==> config.mk <==
export PLATFORM = sky130hd
export DESIGN_NAME = vdp_bus_master
export DESIGN_NICKNAME = d
export VERILOG_FILES = /design/src/rtl/vdp_bus_master.sv
export SDC_FILE = /design/constraint.sdc
export NUM_CORES = 1
export LEC_CHECK = 0
export ABC_AREA = 1
export CELL_PAD_IN_SITES_DETAIL_PLACEMENT = 0
export CELL_PAD_IN_SITES_GLOBAL_PLACEMENT = 1
export CORE_AREA = 3 3 96 98
export DETAILED_ROUTE_END_ITERATION = 12
export DIE_AREA = 0 0 99 101
export PLACE_DENSITY = 0.77
export SYNTH_ARGS = -nofsm -noshare
export SYNTH_HDL_FRONTEND = slang
export SYNTH_SLANG_ARGS = --single-unit
==> constraint.sdc <==
create_clock -name clk -period 3 [get_ports clk]
set_clock_uncertainty 0.15 [all_clocks]
set_input_delay 0.6 -clock clk [delete_from_list [all_inputs] [get_ports clk]]
set_output_delay 0.6 -clock clk [all_outputs]
set_load 0.02 [all_outputs]
==> src/rtl/vdp_bus_master.sv <==
// ----------------------------------------------------------------------------
// vdp_bus_master
//
// Host-side sequencer for the VDP CPU bus. Takes register-write, VRAM-write,
// VRAM-read and register-select commands on a valid/ready handshake. For each
// one it generates the VDP mode/write/read/data waveform as one or two bus
// phases (SETUP -> STROBE -> HOLD), so the VDP latches every access exactly
// once. VRAM accesses and writes to registers 0-3 are followed by an idle GAP
// that covers one VDP tile slot.
//
// Ports
//   clk        in   system clock, shared with the VDP
//   reset      in   asynchronous, active-high
//   cmd_valid  in   command offered
//   cmd_ready  out  high only in IDLE, low while reset is asserted
//   cmd_op     in   00 reg write, 01 VRAM write, 10 VRAM read, 11 reg select
//   cmd_reg    in   register index (ops 00, 11)
//   cmd_data   in   write data (ops 00, 01)
//   rsp_valid  out  one-cycle pulse carrying VRAM read data
//   rsp_data   out  last VRAM read data, held until the next read
//   busy       out  high whenever the sequencer is not in IDLE
//   vdp_mode   out  VDP mode (11 = bus idle)
//   vdp_write  out  VDP write strobe
//   vdp_read   out  VDP read strobe
//   vdp_wdata  out  VDP data_in
//   vdp_rdata  in   VDP data_out
// ----------------------------------------------------------------------------
module vdp_bus_master #(
    parameter int SETUP_CYCLES  = 1,
    parameter int STROBE_CYCLES = 2,
    parameter int HOLD_CYCLES   = 1,
    parameter int VRAM_GAP      = 16
) (
    input  logic       clk,
    input  logic       reset,
    input  logic       cmd_valid,
    output logic       cmd_ready,
    input  logic [1:0] cmd_op,
    input  logic [3:0] cmd_reg,
    input  logic [7:0] cmd_data,
    output logic       rsp_valid,
    output logic [7:0] rsp_data,
    output logic       busy,
    output logic [1:0] vdp_mode,
    output logic       vdp_write,
    output logic       vdp_read,
    output logic [7:0] vdp_wdata,
    input  logic [7:0] vdp_rdata
);

    typedef enum logic [2:0] {
        S_IDLE,
        S_SETUP,
        S_STROBE,
        S_HOLD,
        S_GAP
    } state_t;

    typedef enum logic [1:0] {
        OP_REG_WR  = 2'b00,
        OP_VRAM_WR = 2'b01,
        OP_VRAM_RD = 2'b10,
        OP_REG_SEL = 2'b11
    } op_t;

    localparam int CW = 16;
    // Counters load "length - 1" and the state advances when they reach zero.
    localparam logic [CW-1:0] SETUP_LAST  = CW'(SETUP_CYCLES - 1);
    localparam logic [CW-1:0] STROBE_LAST = CW'(STROBE_CYCLES - 1);
    localparam logic [CW-1:0] HOLD_LAST   = CW'(HOLD_CYCLES - 1);
    localparam logic [CW-1:0] GAP_LAST    = CW'(VRAM_GAP - 1);

    localparam logic [1:0] PH_A = 2'd0;  // register select (mode 00)
    localparam logic [1:0] PH_B = 2'd1;  // register data   (mode 01)

    state_t          state, state_nxt;
    logic [CW-1:0]   cnt, cnt_nxt;
    logic [1:0]      phase, phase_nxt;
    op_t             op_q, op_nxt;
    logic [3:0]      reg_q, reg_nxt;
    logic [7:0]      data_q, data_nxt;
    logic            sample;
    logic            needs_gap;

    logic [1:0]      mode_nxt;
    logic [7:0]      wdata_nxt;
    logic            write_nxt;
    logic            read_nxt;
    logic            bus_active;

    // Writes to registers 0-3 move the VRAM address/mode, so they get the
    // same slot of quiet time as a real VRAM access.
    assign needs_gap = (op_q == OP_VRAM_WR) || (op_q == OP_VRAM_RD) ||
                       (op_q == OP_REG_WR && reg_q <= 4'd3);

    // NOTE: every signal assigned in this block gets a default first, so no
    // path through the case statement can leave one unassigned and infer a latch.
    always_comb begin
        state_nxt = state;
        cnt_nxt   = cnt;
        phase_nxt = phase;
        op_nxt    = op_q;
        reg_nxt   = reg_q;
        data_nxt  = data_q;
        sample    = 1'b0;

        case (state)
            S_IDLE: begin
                if (cmd_valid && cmd_ready) begin
                    state_nxt = S_SETUP;
                    cnt_nxt   = SETUP_LAST;
                    phase_nxt = PH_A;
                    op_nxt    = op_t'(cmd_op);
                    reg_nxt   = cmd_reg;
                    data_nxt  = cmd_data;
                end
            end
            S_SETUP: begin
                if (cnt == '0) begin
                    state_nxt = S_STROBE;
                    cnt_nxt   = STROBE_LAST;
                end else begin
                    cnt_nxt = cnt - CW'(1);
                end
            end
            S_STROBE: begin
                if (cnt == '0) begin
                    state_nxt = S_HOLD;
                    cnt_nxt   = HOLD_LAST;
                    // Read data is taken on the last strobe cycle, after the
                    // VDP has had the full strobe width to drive it.
                    sample    = (op_q == OP_VRAM_RD);
                end else begin
                    cnt_nxt = cnt - CW'(1);
                end
            end
            S_HOLD: begin
                if (cnt == '0) begin
                    if (op_q == OP_REG_WR && phase == PH_A) begin
                        state_nxt = S_SETUP;
                        cnt_nxt   = SETUP_LAST;
                        phase_nxt = PH_B;
                    end else if (needs_gap && VRAM_GAP != 0) begin
                        state_nxt = S_GAP;
                        cnt_nxt   = GAP_LAST;
                    end else begin
                        state_nxt = S_IDLE;
                    end
                end else begin
                    cnt_nxt = cnt - CW'(1);
                end
            end
            S_GAP: begin
                if (cnt == '0) begin
                    state_nxt = S_IDLE;
                end else begin
                    cnt_nxt = cnt - CW'(1);
                end
            end
            default: state_nxt = S_IDLE;
        endcase
    end

    // Bus outputs are decoded from the next state and registered, so the pins
    // line up with the state and never see a combinational path from cmd_*.
    assign bus_active = (state_nxt == S_SETUP) || (state_nxt == S_STROBE) ||
                        (state_nxt == S_HOLD);

    always_comb begin
        mode_nxt  = 2'b11;
        wdata_nxt = 8'h00;
        write_nxt = 1'b0;
        read_nxt  = 1'b0;
        if (bus_active) begin
            case (op_nxt)
                OP_REG_WR, OP_REG_SEL: begin
                    if (phase_nxt == PH_A) begin
                        mode_nxt  = 2'b00;
                        wdata_nxt = {4'b0000, reg_nxt};
                    end else begin
                        mode_nxt  = 2'b01;
                        wdata_nxt = data_nxt;
                    end
                end
                OP_VRAM_WR: begin
                    mode_nxt  = 2'b10;
                    wdata_nxt = data_nxt;
                end
                default: begin
                    mode_nxt  = 2'b10;
                    wdata_nxt = 8'h00;
                end
            endcase
            write_nxt = (state_nxt == S_STROBE) && (op_nxt != OP_VRAM_RD);
            read_nxt  = (state_nxt == S_STROBE) && (op_nxt == OP_VRAM_RD);
        end
    end

    // NOTE: state registers use non-blocking assignments so every register
    // in this block samples the pre-edge values regardless of statement order.
    always_ff @(posedge clk or posedge reset) begin
        if (reset) begin
            state     <= S_IDLE;
            cnt       <= '0;
            phase     <= PH_A;
            op_q      <= OP_REG_SEL;
            reg_q     <= 4'h0;
            data_q    <= 8'h00;
            cmd_ready <= 1'b0;
            busy      <= 1'b0;
            rsp_valid <= 1'b0;
            rsp_data  <= 8'h00;
            vdp_mode  <= 2'b11;
            vdp_wdata <= 8'h00;
            vdp_write <= 1'b0;
            vdp_read  <= 1'b0;
        end else begin
            state     <= state_nxt;
            cnt       <= cnt_nxt;
            phase     <= phase_nxt;
            op_q      <= op_nxt;
            reg_q     <= reg_nxt;
            data_q    <= data_nxt;
            // Registered from the next state: low through reset, high on the
            // first edge after release, and equal to (state == IDLE) afterwards.
            cmd_ready <= (state_nxt == S_IDLE);
            busy      <= (state_nxt != S_IDLE);
            rsp_valid <= sample;
            if (sample) begin
                rsp_data <= vdp_rdata;
            end
            vdp_mode  <= mode_nxt;
            vdp_wdata <= wdata_nxt;
            vdp_write <= write_nxt;
            vdp_read  <= read_nxt;
        end
    end

endmodule

After elaboration in Yosys (flattened, before gate mapping)
Cells that the tools add are included.
{ "op_classes": {"n_addsub": 1, "mul": 0, "n_div": 0, "order_cmp": 1, "eq_ne": 16, "shifts": 0, "mux": 36, "bitwise_logic": 0, "reduce_logical": 20} }
{ "ops": {"columns": ["cell", "n"], "rows": [
  ["16-bit 2-to-1 mux", 7],
  ["16-bit case mux with 5 select lines", 1],
  ["8-bit 2-to-1 mux", 4],
  ["3-bit 2-to-1 mux", 7],
  ["16-bit logical NOT", 1],
  ["8-bit case mux with 2 select lines", 1],
  ["16-bit by 1-bit subtractor with 16-bit output (second input constant)", 1],
  ["3-bit case mux with 5 select lines", 1],
  ["2-bit 2-to-1 mux", 7],
  ["3-bit by 2-bit == test with 1-bit output (second input constant)", 4],
  ["2-bit logical NOT", 4],
  ["4-bit 2-to-1 mux", 2],
  ["2-bit == test (second input constant)", 3],
  ["3-bit by 1-bit == test with 1-bit output (second input constant)", 2],
  ["3-bit logical NOT", 2],
  ["2-bit inequality test (second input constant)", 3],
  ["1-bit logical AND", 5],
  ["1-bit 2-to-1 mux", 5],
  ["5-bit nonzero test", 1],
  ["2-bit by 1-bit == test with 1-bit output (second input constant)", 2],
  ["4-bit by 2-bit less-or-equal comparator with 1-bit output (second input constant)", 1],
  ["1-bit logical OR", 4],
  ["4-bit inequality test (second input constant)", 1],
  ["2-bit case mux with 2 select lines", 1],
  ["other kinds (4)", 4]
]} }
{ "word_totals": {"register_bits": 58, "latchBits": 0, "ram_bits": 0, "romBits": 0, "inputBits": 25, "output_inout_bits": 23, "elab_cells": 88, "mem_count": 0} }

Depth between registers and ports, before layout
{ "depth": {"ltp_word": 11, "ltp_mapped": 15, "depth_no_buf": 15} }

Worst setup path after synthesis
No wires, ideal clock.
{ "synth_timing": {"path_kind": "input-to-reg", "start": "in cmd_valid", "end": "reg vdp_wdata[4]", "t_arrival_ns": 1.961, "required_ns": 2.781, "setup_slack_ns": 0.820, "cell_stages": 9, "path_buffers": 1, "path_cell_list": "nand4_2 > buf_2 > o21ai_0 > inv_1 > ha_1 > nand2_1 > nand2_1 > nand2_1 > nor2_2"} }
{ "synth_between": {"elab_chain_len": 7, "word_cells_on_any_way": 22} }
{ "synth_rtl": {"columns": ["element", "line", "rtl"], "rows": [
  ["start: declaration", "36", "input logic cmd_valid,"],
  ["1-bit logical AND *", "109", "if (cmd_valid && cmd_ready) begin"],
  ["2-bit 2-to-1 mux *", "109", null],
  ["2-bit 2-to-1 mux *", "107", "case (state)"],
  ["net op_nxt[1]", "79", "op_t op_q, op_nxt;"],
  ["2-bit == test or 2-bit logical NOT (tied branches)", "175", "case (op_nxt)"],
  ["2-bit OR reduction", "175", null],
  ["8-bit case mux with 2 select lines *", "175", null],
  ["8-bit 2-to-1 mux *", "174", "if (bus_active) begin"],
  ["net wdata_nxt[4]", "86", "logic [7:0] wdata_nxt;"],
  ["end signal: assignment", "233", "vdp_wdata <= wdata_nxt;"],
  ["end: declaration", "47", "output logic [7:0] vdp_wdata,"]
]} }
The timed path passes the listed nets; every way through them passes the cells marked *.
A chain may end at the register's enable or synchronous reset.

Worst setup path after layout
{ "layout_timing": {"start": "reg cnt[0]", "end": "reg cnt[10]"} }
{ "layout_between": {"elab_chain_len": 3, "word_cells_on_any_way": 10} }
{ "layout_rtl": {"columns": ["element", "line", "rtl"], "rows": [
  ["start: declaration", "77", "logic [CW-1:0] cnt, cnt_nxt;"],
  ["start signal: assignment", "219", "cnt <= cnt_nxt;"],
  ["16-bit by 1-bit subtractor with 16-bit output or 16-bit logical NOT (tied branches)", null, null],
  ["16-bit 2-to-1 mux, or another cell as far along", "154", "if (cnt == '0) begin"],
  ["16-bit case mux with 5 select lines or 4-bit AND reduction (tied branches)", null, null]
]} }
Parallel ways exist; a longest one is shown, timed or not. The select of a mux whose other input is x is not followed.

==> results.toml <==
[timing]
final_max_slew_viol_count = 0
grt_setup_unrepaired = "false"
fmax_mhz = 404
min_period_ns = 2.47
hold_violations = 0
max_slew_margin = 0.743
setup_violations = 0
layout_worst_path_cycle_share = 0.824
tns_ns = 0
tightest_slew_ns = 0.385

[power]
power_frac_comb = 0.029
p_per_area_nw_per_um2 = 418
vdd_drop_max_mv = 0.177
clkPwrFrac = 0.523
p_sw_mw = 0.374
p_int_mw = 1.37
p_sw_frac = 0.214
power_mw = 1.75
p_leak_nw = 2.10
sequentialPowerShare = 0.448

[yosys]
synthCells = 430
synth_area_um2 = 3330
synth-seq-cells = 58
avgSynthCellArea_um2 = 7.73
yosysUniqueCellTypes = 38
synth_seq_area_share = 0.438
yosysTopAreaCellShare = 0.406
synthArstFlopShare = 1.00
syn_nets = 461
synth.area.top_cells = "dfrtp_1, nand2_1, inv_1"
synth_warnings = 0
synth-edff-count = 0
ys.flop_type = "dfrtp_1"
yosys.area.top_type = "dfrtp_1"

[route]
first_pass_iters = 4
detail-route-antenna-nets = 0
routed_wl_mm = 7.56
wl_per_cell_um = 12.6
drt_iter0_markers = 155
drc = 0
drt-vias-per-instance = 4.63
num_vias = 2773

[cts]
cts_tree = "done"
ctsHoldBuffers = 0
cts.sinks = 58
h-tree-depth = 3
root_buffer = "clkbuf_8"
cts_setup_buffers = 0
cts_inserted_buffers = 9
clk_latency_ns = 0.34
cts_resized = 0
clkSlewWorstSetupHoldPaths_ns = 0.08
cts_max_path_buffers = 2

[grt]
grt_util_all_layers = 0.171
antenna_found_initial = 0
grt_pass1_wl_mm = 13.5
overflow = 0
grt_pass1_vias = 2734
grt_start_max_net_pins = 59

[setup_path]
crit_path_max_fanout = 14
reg2reg_slack_ns = 0.53
critPathCaptureType = "flip-flop"
crit_required_ns = 3.10
worst-setup-path-type = "reg2reg"
cp-start-kind = "flip-flop"
arrival_ns = 2.57

[cells_and_area]
final_common_cell = "nand2_1"
fin_nets = 517
nFillCells = 840
area_delta_synth_final_pct = 25.5
layout_common_cells = "nand2_1, dfrtp_1, inv_1, clkdlybuf4s50_1, nor2_1"
antenna_cells = 0
drive_gt1_frac = 0.145

[floorplan]
die_area_um2 = 10000
die_h_um = 101
die_x_um = 99
start_util = 0.389
num_io_pins = 48
coreArea_um2 = 8550
rows = 34

[outcome]
status = "completed"

[place]
finalWeightedCongestion = 0.820
dp_hpwl_mm = 5.61
io_buffers = 47

[job]
drv_cap = 0

[worst_hold_path]
hold_class = "reg2reg"
cells in the mapped netlist, drive strengths merged, types with 2 or more instances:
cell type	n
dfrtp	54
o211ai	4
o21ai	13
buf	5
a21oi	4
nand2	170
xnor2	2
nor3	2
nor2	55
nand3	26
or2	5
inv	59
ha	6
nand4	14
dfstp	4
final cells by class:
type | count | area [um2] | area share
Timing Repair Buffer | 50 | 505 | 0.121
Tap cell | 108 | 135 | 0.0324
Clock inverter | 7 | 125 | 0.0300
Inverter | 59 | 224 | 0.0536
Sequential cell | 58 | 1460 | 0.349
Multi-Input combinational cell | 308 | 1610 | 0.384
Clock buffer | 9 | 124 | 0.0297
sequential cells by signal, summed over array words and instances (netlist names), 2 cells and up:
register / cells
cnt: 16
data_q: 8
rsp_data: 8
vdp_wdata: 8
reg_q: 4
state: 3
op_q: 2
phase: 2
vdp_mode: 2
logic make-up after synthesis:
group	count (synthesis)	synth area share
compound gates	25	0.0463
flops	58	0.438
xor+xnor	3	0.00790
buf+inv	64	0.0794
simple gates	274	0.406
fa+ha+maj	6	0.0226
power by group through the flow:
stage                     Sequential (mW)  Combinational, mW  Clock, mW
final                               0.782             0.0506      0.913
after global routing                0.781             0.0567      0.980
after CTS                           0.781             0.0525      0.940
after detailed placement            0.797             0.0524          0
after global placement              0.797             0.0523          0
after floorplan                     0.797             0.0123          0
path summary, 6_finish.rpt:
check | start | to | cells after the start
max | cnt[0] | cnt[10] | 15
min | rsp_data[0] | rsp_data[0] | 2
max reg2reg | cnt[0] | cnt[10] | 15
min reg2reg | rsp_data[0] | rsp_data[0] | 2
max in group asynchronous | reset | vdp_mode[0] | 3
min in group asynchronous | reset | rsp_data[1] | 3
per-stage QoR:
stage               setup slack (ns)  instance area, um2  hold slack [ns]  cells   util
detailed placement             0.232                3930            0.312    583  0.459
finish                         0.527                4180            0.323    599  0.488
global placement               0.274                3930            0.304    583  0.459
floorplan                      0.820                3330            0.288    430      -
global route                   0.259                4180            0.348    599  0.488
CTS                            0.512                4180            0.327    599  0.488
critical path, cell delays in order (launching register included):
cell	delay (ns)
dfrtp_1	0.39
inv_1	0.13
ha_1	0.21
inv_1	0.05
nor2_1	0.10
nand2_2	0.10
nor2_8	0.16
nand2_8	0.09
nor2_8	0.10
nand3_2	0.27
nand2_4	0.30
inv_4	0.11
nand2_1	0.08
nand2_1	0.05
nand2_1	0.05
inv_1	0.03
layer usage:
metal | wire length, um | track usage
met5 | 0 | 0
met4 | 74 | 0.0504
met3 | 279 | 0.0471
met2 | 3710 | 0.282
met1 | 3500 | 0.219
Note: power is estimated with default switching activity, not from simulation.
